--- config.mk ---
export PLATFORM = sky130hd
export DESIGN_NAME = tone_sequencer
export DESIGN_NICKNAME = d
export VERILOG_FILES = /design/src/rtl/tone_seq_pkg.sv /design/src/rtl/tone_sequencer_phase_stepper.sv /design/src/rtl/tone_sequencer.sv
export SDC_FILE = /design/constraint.sdc
export NUM_CORES = 1
export LEC_CHECK = 0
export CORE_MARGIN = 5
export CORE_UTILIZATION = 38
export DETAILED_ROUTE_END_ITERATION = 7
export GPL_TIMING_DRIVEN = 0
export PLACE_DENSITY_LB_ADDON = 0.3
export SLEW_MARGIN = 10
export SYNTH_ARGS = -nofsm -noshare
export SYNTH_HDL_FRONTEND = slang
export SYNTH_SLANG_ARGS = --single-unit
--- constraint.sdc ---
create_clock -name CLK_100M -period 3.1 [get_ports CLK_100M]
set_input_delay 0.31 -clock CLK_100M [delete_from_list [all_inputs] [get_ports CLK_100M]]
set_output_delay 0.31 -clock CLK_100M [all_outputs]
set_load 0.02 [all_outputs]
--- src/rtl/tone_seq_pkg.sv ---
// Shared types and default sizing for the tone sequencer.
package tone_seq_pkg;
    localparam int STEPS_DEF    = 16;
    localparam int DUR_W_DEF    = 10;
    localparam int TICK_DIV_DEF = 100000;

    typedef enum logic [1:0] {IDLE, LOAD, PLAY, END} state_t;

    typedef struct packed {
        logic [15:0]          divisor;
        logic [DUR_W_DEF-1:0] duration;
    } step_entry_t;
endpackage

--- src/rtl/tone_sequencer_phase_stepper.sv ---
// Divisor counter and 8-bit phase accumulator; clear zeroes phase, disable zeroes only the counter.
module phase_stepper (
    input  logic        clk_sys,
    input  logic        rst_b,
    input  logic        enable,
    input  logic        clear,
    input  logic [15:0] divisor,
    output logic [7:0]  phase
);
    logic [15:0] count;

    always_ff @(posedge clk_sys or negedge rst_b) begin
        if (!rst_b) begin
            count <= '0;
            phase <= '0;
        end else if (clear) begin
            count <= '0;
            phase <= '0;
        end else if (enable) begin
            if (count == divisor) begin
                count <= '0;
                phase <= phase + 8'd1;
            end else begin
                count <= count + 16'd1;
            end
        end else begin
            count <= '0;
        end
    end
endmodule

--- src/rtl/tone_sequencer.sv ---
// Tone sequencer: plays a divisor/duration step table into the phase path and gates AUD_SD.
// Define TONE_SEQ_LOOP_EN to repeat the table until stop instead of playing it once.
module tone_sequencer
    import tone_seq_pkg::*;
#(
    parameter int STEPS    = STEPS_DEF,
    parameter int TICK_DIV = TICK_DIV_DEF,
    parameter int DUR_W    = DUR_W_DEF,
    localparam int IDX_W   = $clog2(STEPS)
) (
    input  logic             CLK_100M,
    input  logic             CPU_RESETN,
    input  logic             wr_en,
    input  logic [IDX_W-1:0] wr_addr,
    input  logic [15:0]      wr_divisor,
    input  logic [DUR_W-1:0] wr_duration,
    input  logic             start,
    input  logic             stop,
    output logic [7:0]       phase,
    output logic             AUD_SD,
    output logic             busy,
    output logic [IDX_W-1:0] step_idx,
    output logic             done
);
    // state | meaning
    // IDLE  | silent, waiting for start
    // LOAD  | latch entry step_idx, clear counters
    // PLAY  | tone running for duration ticks
    // END   | one-cycle done pulse
    localparam int TICK_W = (TICK_DIV > 1) ? $clog2(TICK_DIV) : 1;
    localparam logic [TICK_W-1:0] TICK_LAST = TICK_W'(TICK_DIV - 1);
    localparam logic [IDX_W-1:0]  IDX_LAST  = IDX_W'(STEPS - 1);

    state_t state, state_nxt;
    logic [15:0]       div_mem [STEPS];
    logic [DUR_W-1:0]  dur_mem [STEPS];
    logic [15:0]       cur_div;
    logic [DUR_W-1:0]  remaining;
    logic [TICK_W-1:0] tick_cnt;
    logic              tick, step_end, phase_clear;
`ifdef TONE_SEQ_LOOP_EN
    logic              empty_table;
`endif

    always_ff @(posedge CLK_100M) begin
        if (wr_en) begin
            div_mem[wr_addr] <= wr_divisor;
            dur_mem[wr_addr] <= wr_duration;
        end
    end

    assign tick     = (tick_cnt == '0);
    assign step_end = tick && (remaining == DUR_W'(1));

    always_comb begin
        state_nxt   = state;
        phase_clear = 1'b0;
        case (state)
            IDLE: if (start) begin
                state_nxt   = LOAD;
                phase_clear = 1'b1;
            end
            LOAD: state_nxt = (dur_mem[step_idx] == '0) ? END : PLAY;
            PLAY: if (step_end) state_nxt = (step_idx == IDX_LAST) ? END : LOAD;
`ifdef TONE_SEQ_LOOP_EN
            END:  state_nxt = empty_table ? IDLE : LOAD;
`else
            END:  state_nxt = IDLE;
`endif
            default: state_nxt = IDLE;
        endcase
        if (stop) begin
            state_nxt   = IDLE;
            phase_clear = 1'b0;
        end
    end

    always_ff @(posedge CLK_100M or negedge CPU_RESETN) begin
        if (!CPU_RESETN) begin
            state     <= IDLE;
            step_idx  <= '0;
            cur_div   <= '0;
            remaining <= '0;
            tick_cnt  <= '0;
`ifdef TONE_SEQ_LOOP_EN
            empty_table <= 1'b0;
`endif
        end else begin
            state <= state_nxt;
            if (!stop) begin
                case (state)
                    IDLE: if (start) step_idx <= '0;
                    LOAD: begin
                        cur_div   <= div_mem[step_idx];
                        remaining <= dur_mem[step_idx];
                        tick_cnt  <= TICK_LAST;
`ifdef TONE_SEQ_LOOP_EN
                        // only an empty step 0 stops the loop; avoids spinning on LOAD/END
                        empty_table <= (step_idx == '0) && (dur_mem[step_idx] == '0);
`endif
                    end
                    PLAY: begin
                        if (tick) begin
                            tick_cnt  <= TICK_LAST;
                            remaining <= remaining - 1'b1;
                            if (step_end && step_idx != IDX_LAST) step_idx <= step_idx + 1'b1;
                        end else begin
                            tick_cnt <= tick_cnt - 1'b1;
                        end
                    end
`ifdef TONE_SEQ_LOOP_EN
                    END: if (!empty_table) step_idx <= '0;
`endif
                    default: ;
                endcase
            end
        end
    end

    phase_stepper u_phase_stepper (
        .clk_sys (CLK_100M),
        .rst_b   (CPU_RESETN),
        .enable  (state == PLAY),
        .clear   (phase_clear),
        .divisor (cur_div),
        .phase   (phase)
    );

    assign AUD_SD = (state == PLAY);
    assign busy   = (state == LOAD) || (state == PLAY);
    assign done   = (state == END);
endmodule
==> results of run 1 <==
==> stage by stage <==
stage                     setup TNS [ps]  hold slack (ps)  cells
after detailed placement          -10000              197   1841
after global routing               -87.4              164   1939
after CTS                              0              128   1939
after global placement           -675370              486   1814
after floorplan                        0             14.4   1086
final                                  0              154   1939
==> power by group <==
part	internal, mW	switching, mW
Combinational	1.36	1.62
Sequential	7.48	0.225
Clock	3.57	2.59
Total	12.4	4.44
==> final timing paths <==
path	startpoint	end	slack, ps
max reg2reg	step_idx[1]	state[0]	180
max	step_idx[1]	state[0]	180
min	CPU_RESETN	tick_cnt[5]	150
max in group asynchronous	CPU_RESETN	remaining[8]	2400
min reg2reg	cur_div[8]	cur_div[8]	500
min in group CLK_100M	stop	state[0]	190
==> registers in the layout (all words and copies together), names as in the netlist <==
signal                 count
div_mem                  256
step_idx                   4
remaining                 10
state                      2
u_phase_stepper.count     16
u_phase_stepper.phase      8
dur_mem                  160
tick_cnt                  17
cur_div                   16
==> synthesized netlist by cell type, types with 9 or more instances <==
cell	instances
sky130_fd_sc_hd__nor3_1	12
sky130_fd_sc_hd__o22ai_1	23
sky130_fd_sc_hd__inv_1	9
sky130_fd_sc_hd__nand3_1	15
sky130_fd_sc_hd__mux2i_1	35
sky130_fd_sc_hd__or3_1	9
sky130_fd_sc_hd__buf_2	14
sky130_fd_sc_hd__mux2_2	17
sky130_fd_sc_hd__a21oi_1	18
sky130_fd_sc_hd__edfxtp_1	416
sky130_fd_sc_hd__ha_1	12
sky130_fd_sc_hd__dfrtp_1	73
sky130_fd_sc_hd__xor2_1	14
sky130_fd_sc_hd__o221ai_1	16
sky130_fd_sc_hd__a22oi_1	17
sky130_fd_sc_hd__xnor2_1	29
sky130_fd_sc_hd__mux4_2	91
sky130_fd_sc_hd__nor2_1	59
sky130_fd_sc_hd__o21ai_0	37
sky130_fd_sc_hd__nand4_1	10
sky130_fd_sc_hd__clkbuf_1	29
sky130_fd_sc_hd__nand2_1	51
sky130_fd_sc_hd__nor2b_1	19
==> final cells by class <==
type,instances,share of cell area
sequential,489,0.617
multi-input combinational,537,0.221
clock buffer,61,0.0584
timing repair buffer,76,0.0392
tap,680,0.0367
clock inverter,36,0.0154
buffer,49,0.0107
inverter,11,0.00178
==> kinds of logic after synthesis <==
logic type,synth area share
flops,0.731
simple gates,0.0548
compound gates,0.0412
fa+ha+maj,0.00767
xor+xnor,0.0192
mux,0.133
buf+inv,0.0124
==> per-layer routing <==
layer / share of wire / track usage
met3: 0.056 / 0.0298
met1: 0.45 / 0.229
met5: 0.00045 / 0
met4: 0.019 / 0.0439
met2: 0.47 / 0.251
==> what timing repair did <==
item | 4_1_cts | 5_1_grt
gates resized for setup | 16 | 16
endpoints found under the hold margin | 73 | 0
hold buffers | 1 | 0
pin swaps | 0 | 0
endpoints found under the setup margin | 24 | 21
==> flow_summary.rst, run 1 <==
.. list-table::
   :header-rows: 1

   * - Metric
     - Value
   * - Status
     - finished, final reports clean
   * - Count of state elements after synthesis
     - 489
   * - Maximum frequency from static timing analysis
     - 343 MHz
   * - Classification of the worst-slack hold path
     - input pin to async pin
   * - CP Capture Type
     - register
   * - Setup slack after placement
     - -626 ps
   * - Total power
     - 16.8 mW
   * - Maximum fanout along the worst path
     - 10
   * - Static leakage power
     - 7.48 nW
   * - Global-route wire length before repair
     - 67700 microns
   * - Die span in x
     - 237 microns
   * - Share of the core filled with cells in the final layout
     - 0.453
   * - Standard cell core area
     - 51200 sq um
   * - Path type of the worst setup path
     - register to register
   * - Total setup violations reported at the end of the flow
     - 0
   * - Initial Util
     - 0.382
   * - First drt pass iteration count
     - 5
   * - Via count of the first global-routing pass
     - 10700
   * - Setup fix buffers added after clock tree synthesis
     - 0
   * - Htree depth
     - 2
   * - Relative area change from synthesis to final layout
     - 18.6%
   * - Register-to-Register Path Depth
     - 9
   * - Vert. Die Dim
     - 237 microns
   * - Fraction of final layout cells with drive strength greater than 1
     - 0.215
   * - Number of warnings issued by yosys
     - 0
   * - Total Routed Length
     - 44900 microns
   * - Post-detailed-route count of antenna-violating nets
     - 0
   * - Post-synthesis sequential area ratio
     - 0.731
   * - Initial antenna violation count
     - 1
   * - Kind of start point of the critical path
     - register
   * - Residual DRC
     - 0
   * - Setup Skew
     - 51.2 ps
   * - DP HPWL
     - 29200 microns
   * - Most used cells in the layout excluding fill and tap cells
     - sky130_fd_sc_hd__edfxtp_1 (416), sky130_fd_sc_hd__mux4_2 (91), sky130_fd_sc_hd__dfrtp_1 (73)
   * - Number of instances in the synthesized netlist
     - 1086
   * - Storage element area
     - 14300 sq um
   * - Drt initial violations
     - 886
   * - Overall fraction of global-route tracks in use
     - 0.159
   * - Buffers plus inverters on the worst setup path
     - 3
   * - Worst path arrival time
     - 3410 ps
   * - Share of the clock period used by the worst path after layout
     - 0.941
   * - Area leader, netlist
     - sky130_fd_sc_hd__edfxtp_1
   * - Number of sinks on the clock net
     - 489
   * - Least-Margin Pin Slew
     - 882 ps
   * - Total number of placement rows
     - 83
   * - Clock latency on the worst-skew pair
     - 620 ps
   * - Post-synth EDFFs
     - 416
   * - Clock buffers created by TritonCTS
     - 52
   * - Buffers added on ports
     - 48
   * - Maximum buffer depth of the clock tree
     - 3
   * - Clock root cell
     - sky130_fd_sc_hd__clkbuf_16
   * - Most common library cell in the layout ignoring fill and taps
     - sky130_fd_sc_hd__edfxtp_1
   * - Post-synth ARST share
     - 0.149
   * - Family with the most delay on the worst path
     - buffers and inverters
   * - Max incr delay on CP
     - 420 ps
   * - Maximum Capacitance Violations
     - 0
   * - CTS tree
     - yes
   * - Number of antenna cells inserted
     - 0
   * - Final Worst Setup Slack
     - 184 ps
   * - Crit-path slowest cell
     - sky130_fd_sc_hd__dfrtp_1
   * - Total standard cell area after synthesis
     - 19600 sq um
   * - Remaining global-route overflow
     - 0
   * - Unrepaired setup endpoints after global routing
     - true
   * - Final-stage net count
     - 1263
   * - Multi-input gate area
     - 5130 sq um
   * - Number of hold violations in the final report
     - 0
   * - Critical Path Most Common Cell
     - sky130_fd_sc_hd__buf_2
   * - Relative slew slack
     - 0.411
   * - Number of inserted filler cells in the final layout
     - 4399
   * - Total power density per cell area
     - 725 nW/um^2
   * - Net Count, Synth
     - 1133
   * - Cell types with the largest area share after synthesis
     - sky130_fd_sc_hd__edfxtp_1 (64%), sky130_fd_sc_hd__mux4_2 (10%), sky130_fd_sc_hd__dfrtp_1 (9.3%)
   * - Number of cells on the critical path
     - 9
   * - I/O Pins
     - 50
   * - Distinct cell type count of the synthesized netlist
     - 50
   * - Routed via count
     - 10300
   * - RD Place Congestion
     - 0.795
   * - Syn Area/Cell
     - 18.0 sq um
   * - Detailed-route vias per instance
     - 5.34
   * - Design Area, Final
     - 23200 sq um
   * - Final slew viol count
     - 0
   * - Pin count of the biggest net entering global routing
     - 59
   * - Area of the die
     - 56200 sq um
   * - Data required, critical path
     - 3600 ps
   * - Clock slew at reported path FFs
     - 60 ps
   * - Maximum VDD drop
     - 0.000451 V
   * - Minimum clock period
     - 2920 ps
   * - Final routed wire length divided by cell count
     - 23.2 microns
   * - Worst path cell trace
     - clkbuf_2, buf_2, buf_2, mux4_2, a22oi_1, nand2_1, nor4b_1, nand3_1, o21ai_0
   * - Share of the synthesized area in the top cell type
     - 0.638
   * - Dominant synthesized flop cell
     - sky130_fd_sc_hd__edfxtp_1
   * - Placement-stage cell area
     - 21400 sq um
Note: power is estimated with default switching activity, not from simulation.
==> inputs of run 2 (changes only) <==
- SKIP_LAST_GASP: default -> 1
- clock period: 3.1 -> 3.4 ns (I/O delays scaled with it)
==> flow_summary.rst, run 2 (synthesis results as in run 1) <==
.. list-table::
   :header-rows: 1

   * - Metric
     - Value
   * - Registers with the most flip-flops
     - div_mem x256, dur_mem x160, tick_cnt x17
   * - Clock root cell
     - sky130_fd_sc_hd__clkbuf_16
   * - Register ranked first by flip-flop count
     - div_mem
   * - Max incr delay on CP
     - 510 ps (+90 ps)
   * - Static leakage power
     - 7.46 nW (-0.26%)
   * - Setup Total Neg Slack
     - 0 ps (unchanged)
   * - Register share of total power
     - 0.458 (about the same)
   * - Most common library cell in the layout ignoring fill and taps
     - sky130_fd_sc_hd__edfxtp_1
   * - Net switching component of the power
     - 4.04 mW (-9.0%)
   * - I/O Pins
     - 50 (unchanged)
   * - Clock slew at reported path FFs
     - 60 ps (about the same)
   * - Total setup violations reported at the end of the flow
     - 0 (unchanged)
   * - Max FFs per register
     - 256 (unchanged)
   * - Initial Util
     - 0.382 (unchanged)
   * - Minimum clock period
     - 3180 ps (+267 ps)
   * - Initial antenna violation count
     - 1 (unchanged)
   * - First drt pass iteration count
     - 5 (unchanged)
   * - Standard cell core area
     - 51200 sq um (unchanged)
   * - Switching power as a share of total power
     - 0.264 (about the same)
   * - Kind of start point of the critical path
     - register
   * - Share of the clock period used by the worst path after layout
     - 0.936 (-0.00442)
   * - Setup fix buffers added after clock tree synthesis
     - 0 (unchanged)
   * - End of the worst register-to-register path
     - state[0]
   * - Vert. Die Dim
     - 237 microns (unchanged)
   * - Pin count of the biggest net entering global routing
     - 59 (unchanged)
   * - Setup Skew
     - 50.1 ps (-1.06 ps)
   * - Crit-path slowest cell
     - sky130_fd_sc_hd__clkbuf_1
   * - Classification of the worst-slack hold path
     - input pin to async pin
   * - Detailed-route vias per instance
     - 5.36 (+0.43%)
   * - Residual DRC
     - 0 (unchanged)
   * - DP HPWL
     - 29200 microns (unchanged)
   * - Worst path arrival time
     - 3680 ps (+270 ps)
   * - Maximum fanout along the worst path
     - 10 (unchanged)
   * - Final-stage net count
     - 1263 (unchanged)
   * - CTS tree
     - yes
   * - Clock Power Share
     - 0.367 (about the same)
   * - Maximum VDD drop
     - 0.000412 V (-8.6%)
   * - Final Worst Setup Slack
     - 217 ps (+32.9 ps)
   * - Worst flop-to-flop path startpoint
     - step_idx[1]
   * - Relative area change from synthesis to final layout
     - 18.4%
   * - Via count of the first global-routing pass
     - 10700 (unchanged)
   * - Flop-to-flop setup slack
     - 220 ps (+30 ps)
   * - Maximum Capacitance Violations
     - 0 (unchanged)
   * - Data required, critical path
     - 3900 ps (+300 ps)
   * - Htree depth
     - 2 (unchanged)
   * - Number of inserted filler cells in the final layout
     - 4403 (+0.091%)
   * - Most used cells in the layout excluding fill and tap cells
     - sky130_fd_sc_hd__edfxtp_1 (416), sky130_fd_sc_hd__mux4_2 (91), sky130_fd_sc_hd__dfrtp_1 (73)
   * - Maximum frequency from static timing analysis
     - 314 MHz (-8.4%)
   * - Post-detailed-route count of antenna-violating nets
     - 0 (unchanged)
   * - Proportion of power drawn by combinational gates
     - 0.175 (-0.002)
   * - Worst path cell trace
     - clkbuf_1, buf_2, clkbuf_2, mux4_2, a22oi_1, nand2_1, nor4b_1, nand3_1, o21ai_0
   * - Register-to-Register Path Depth
     - 9 (unchanged)
   * - Least-Margin Pin Slew
     - 1120 ps (+242 ps)
   * - Total number of placement rows
     - 83 (unchanged)
   * - Routed via count
     - 10400 (+0.43%)
   * - Number of antenna cells inserted
     - 0 (unchanged)
   * - Relative slew slack
     - 0.244 (-0.167)
   * - Unrepaired setup endpoints after global routing
     - true
   * - Final routed wire length divided by cell count
     - 23.1 microns (-0.24%)
   * - Drt initial violations
     - 971 (+9.6%)
   * - Overall fraction of global-route tracks in use
     - 0.159 (about the same)
   * - Status
     - finished, final reports clean
   * - Clock latency on the worst-skew pair
     - 620 ps (about the same)
   * - Setup slack after placement
     - -326 ps (+300 ps)
   * - Number of sinks on the clock net
     - 489 (unchanged)
   * - Path type of the worst setup path
     - register to register
   * - Global-route wire length before repair
     - 67700 microns (about the same)
   * - Number of hold violations in the final report
     - 0 (unchanged)
   * - Remaining global-route overflow
     - 0 (unchanged)
   * - Final slew viol count
     - 0 (unchanged)
   * - Int Power
     - 11.3 mW (-9.0%)
   * - Buffers added on ports
     - 48 (unchanged)
   * - Die span in x
     - 237 microns (unchanged)
   * - Clock buffers created by TritonCTS
     - 52 (unchanged)
   * - Total Routed Length
     - 44800 microns (-0.24%)
   * - CP Capture Type
     - register
   * - Fraction of final layout cells with drive strength greater than 1
     - 0.211 (-0.00397)
   * - Maximum buffer depth of the clock tree
     - 3 (unchanged)
   * - Total power density per cell area
     - 661 nW/um^2 (-8.8%)
   * - Area of the die
     - 56200 sq um (unchanged)
   * - RD Place Congestion
     - 0.795 (unchanged)
==> run 2: how the worst max path moves through the flow <==
stage	startpoint	end	slack [ps]	cells past startpoint
after floorplan	wr_addr[3]	div_mem[0][0]	300	2
after global placement	wr_en	div_mem[0][10]	-2800	3
after detailed placement	step_idx[1]	cur_div[6]	-330	8
after CTS	step_idx[0]	state[0]	60	9
after global routing	step_idx[0]	state[0]	-100	9
final	step_idx[1]	state[0]	220	9
==> run 2: routing by layer <==
metal | GRT usage | wire length, microns
met1 | 0.229 | 20400
met2 | 0.251 | 21200
met3 | 0.0298 | 2330
met4 | 0.0439 | 917
met5 | 0 | 20
==> run 2: power groups by stage <==
stage          logic (mW)  clock network, mW  registers [mW]
2_1_floorplan        1.90                  0            7.10
3_3_place_gp         2.66                  0            7.14
3_5_place_dp         2.71                  0            7.15
4_1_cts              2.73               5.76            7.02
5_1_grt              2.96               5.99            7.06
6_report             2.68               5.62            7.02
==> run 2: final cells by class <==
type                            count  area (sq um)  area share
Sequential cell                   489         14300       0.618
Multi-Input combinational cell    537          5120       0.221
Clock buffer                       61          1360      0.0585
Timing Repair Buffer               76           910      0.0392
Tap cell                          680           851      0.0367
Clock inverter                     36           358      0.0154
Buffer                             49           221     0.00955
Inverter                           11          41.3     0.00178
==> run 2: worst max-delay path: cells and delay by family, from the launching register on <==
family,cells,cell delay (ps)
mux,1,370
flops,1,420
simple gates,3,730
buf+inv,3,1280
compound gates,2,300
==> run 2: metrics by stage <==
step | power [mW] | std cells | area (sq um) | utilization | hold WS (ps)
4_1_cts | 15.5 | 1939 | 23200 | 0.453 | 158
3_5_place_dp | 9.86 | 1841 | 21400 | 0.419 | 227
5_1_grt | 16.0 | 1939 | 23200 | 0.453 | 194
2_1_floorplan | 9.00 | 1086 | 19600 | - | 44.4
6_report | 15.3 | 1939 | 23200 | 0.453 | 183
3_3_place_gp | 9.80 | 1814 | 20900 | 0.408 | 486
==> run 2: repair_timing <==
action,CTS,global route
hold endpoints to repair,73,0
resized for setup,8,6
setup endpoints to repair,18,7
hold buffers,1,0
==> inputs of run 3 (changes only) <==
- PLACE_DENSITY: default -> 0.58
- PLACE_DENSITY_LB_ADDON: 0.3 -> default
==> flow_summary.rst, run 3 (synthesis results as in run 1) <==
.. list-table::
   :header-rows: 1

   * - Metric
     - Value
   * - Clock buffers created by TritonCTS
     - 50 (-3.8%)
   * - Relative slew slack
     - 0.402 (+0.158)
   * - Kind of start point of the critical path
     - register
   * - Maximum frequency from static timing analysis
     - 321 MHz (+2.2%)
   * - Final Worst Setup Slack
     - 286 ps (+69.1 ps)
   * - Final-stage net count
     - 1261 (-0.16%)
   * - Design Area, Final
     - 23000 sq um (-0.66%)
   * - Total Routed Length
     - 45500 microns (+1.6%)
   * - Htree depth
     - 2 (unchanged)
   * - Metal3 WL
     - 2530 microns (+8.5%)
   * - Number of antenna cells inserted
     - 0 (unchanged)
   * - Buffers added on ports
     - 48 (unchanged)
   * - Met2 WL
     - 21400 microns (+0.71%)
   * - Clock root cell
     - sky130_fd_sc_hd__clkbuf_16
   * - Die span in x
     - 237 microns (unchanged)
   * - Crit-path slowest cell
     - sky130_fd_sc_hd__clkbuf_1
   * - Length of routed wiring on met1
     - 20800 microns (+1.9%)
   * - Max FFs per register
     - 256 (unchanged)
   * - Critical Path Most Common Cell
     - sky130_fd_sc_hd__clkbuf_1
   * - Number of sinks on the clock net
     - 489 (unchanged)
   * - Share of the clock period used by the worst path after layout
     - 0.916 (-0.0203)
   * - Maximum Capacitance Violations
     - 0 (unchanged)
   * - Most common library cell in the layout ignoring fill and taps
     - sky130_fd_sc_hd__edfxtp_1
   * - Worst path cell trace
     - clkbuf_1, clkbuf_1, clkbuf_1, mux2_2, o22ai_1, o21ai_0
   * - Register ranked first by flip-flop count
     - div_mem
   * - Least-Margin Pin Slew
     - 895 ps (-228 ps)
   * - Classification of the worst-slack hold path
     - input pin to async pin
   * - Detailed-route vias per instance
     - 5.36 (about the same)
   * - Top routing layer in use
     - met5
   * - DP HPWL
     - 29600 microns (+1.3%)
   * - Setup fix buffers added after clock tree synthesis
     - 0 (unchanged)
   * - Relative area change from synthesis to final layout
     - 17.6%
   * - Final slew viol count
     - 0 (unchanged)
   * - Clock latency on the worst-skew pair
     - 610 ps (about the same)
   * - Pin count of the biggest net entering global routing
     - 56 (-5.1%)
   * - Clock slew at reported path FFs
     - 60 ps (about the same)
   * - Unrepaired setup endpoints after global routing
     - false
   * - Total power
     - 14.9 mW (-2.9%)
   * - Initial Util
     - 0.382 (unchanged)
   * - Remaining global-route overflow
     - 0 (unchanged)
   * - Initial antenna violation count
     - 2 (+1)
   * - Static leakage power
     - 7.37 nW (-1.2%)
   * - First drt pass iteration count
     - 5 (unchanged)
   * - Drt initial violations
     - 852 (-12%)
   * - Family with the most delay on the worst path
     - buffers and inverters
   * - Overall fraction of global-route tracks in use
     - 0.163 (+0.00346)
   * - Global-route wire length before repair
     - 68900 microns (+1.8%)
   * - Total power density per cell area
     - 646 nW/um^2 (-2.3%)
   * - Setup Skew
     - 36.1 ps (-14.0 ps)
   * - Minimum clock period
     - 3110 ps (-69.1 ps)
   * - Buffers plus inverters on the worst setup path
     - 3 (unchanged)
   * - Residual DRC
     - 0 (unchanged)
   * - Vert. Die Dim
     - 237 microns (unchanged)
   * - I/O Pins
     - 50 (unchanged)
   * - Placement-stage cell area
     - 21500 sq um (+0.10%)
   * - Status
     - finished, final reports clean
   * - RD Place Congestion
     - 0.778 (-2.1%)
   * - Setup Total Neg Slack
     - 0 ps (unchanged)
   * - Setup slack after placement
     - -351 ps (-25.1 ps)
   * - Most used cells in the layout excluding fill and tap cells
     - sky130_fd_sc_hd__edfxtp_1 (416), sky130_fd_sc_hd__mux4_2 (91), sky130_fd_sc_hd__dfrtp_1 (73)
   * - Final routed wire length divided by cell count
     - 23.6 microns (+2.0%)
   * - Max incr delay on CP
     - 680 ps (+170 ps)
   * - Via count of the first global-routing pass
     - 10800 (+0.79%)
   * - Worst path arrival time
     - 3570 ps (-110 ps)
   * - Number of hold violations in the final report
     - 0 (unchanged)
   * - CTS tree
     - yes
   * - Path type of the worst setup path
     - register to register
   * - Maximum buffer depth of the clock tree
     - 3 (unchanged)
   * - Area of the die
     - 56200 sq um (unchanged)
   * - Total setup violations reported at the end of the flow
     - 0 (unchanged)
   * - Fraction of final layout cells with drive strength greater than 1
     - 0.201 (-0.00984)
   * - Total number of placement rows
     - 83 (unchanged)
   * - Registers with the most flip-flops
     - div_mem x256, dur_mem x160, tick_cnt x17
   * - Routed via count
     - 10400 (-0.36%)
   * - Standard cell core area
     - 51200 sq um (unchanged)
   * - Maximum fanout along the worst path
     - 10 (unchanged)
   * - Post-detailed-route count of antenna-violating nets
     - 0 (unchanged)
   * - Maximum VDD drop
     - 0.000406 V (-1.6%)
   * - Data required, critical path
     - 3850 ps (-50 ps)
   * - CP Capture Type
     - register
## run 3: worst paths after layout
path	from	endpoint	slack (ps)	cells after the start
setup reg to reg	step_idx[2]	cur_div[4]	290	6
min in group CLK_100M	stop	state[0]	220	2
setup / recovery	step_idx[2]	cur_div[4]	290	6
hold / removal	CPU_RESETN	tick_cnt[11]	180	2
hold reg to reg	cur_div[2]	cur_div[2]	500	2
max in group asynchronous	CPU_RESETN	u_phase_stepper.count[8]	2650	3
## run 3: area by class of cell
| cell class | count | area, sq um |
|---|---|---|
| Buffer | 49 | 230 |
| Clock buffer | 66 | 1310 |
| Clock inverter | 23 | 211 |
| Fill cell | 4394 | 28200 |
| Inverter | 11 | 41.3 |
| Multi-Input combinational cell | 537 | 5130 |
| Sequential cell | 489 | 14300 |
| Tap cell | 680 | 851 |
| Timing Repair Buffer | 76 | 932 |
## run 3: routing by layer
metal	global-route usage	up-vias
met4	0.0416	4
met1	0.236	5427
met3	0.0299	64
met2	0.256	269
met5	0	-
li1	-	4591
## run 3: power breakdown
group	internal, mW	leakage (nW)	switching [mW]
clock	2.87	0.732	2.27
sequential	6.82	4.68	0.202
combinational	1.23	1.96	1.48
total	10.9	7.37	3.96
## run 3: timing repair
item / 4_1_cts / 5_1_grt
hold endpoints to repair: 73 / 0
endpoints found under the setup margin: 18 / 16
hold buffers: 1 / 0
resized for setup: 10 / 5
## run 3: through the flow
stage,utilization,hold WS (ps),cells
2_1_floorplan,-,44.4,1086
3_3_place_gp,0.408,490,1814
3_5_place_dp,0.419,243,1841
4_1_cts,0.450,159,1931
5_1_grt,0.450,193,1931
6_report,0.450,181,1931
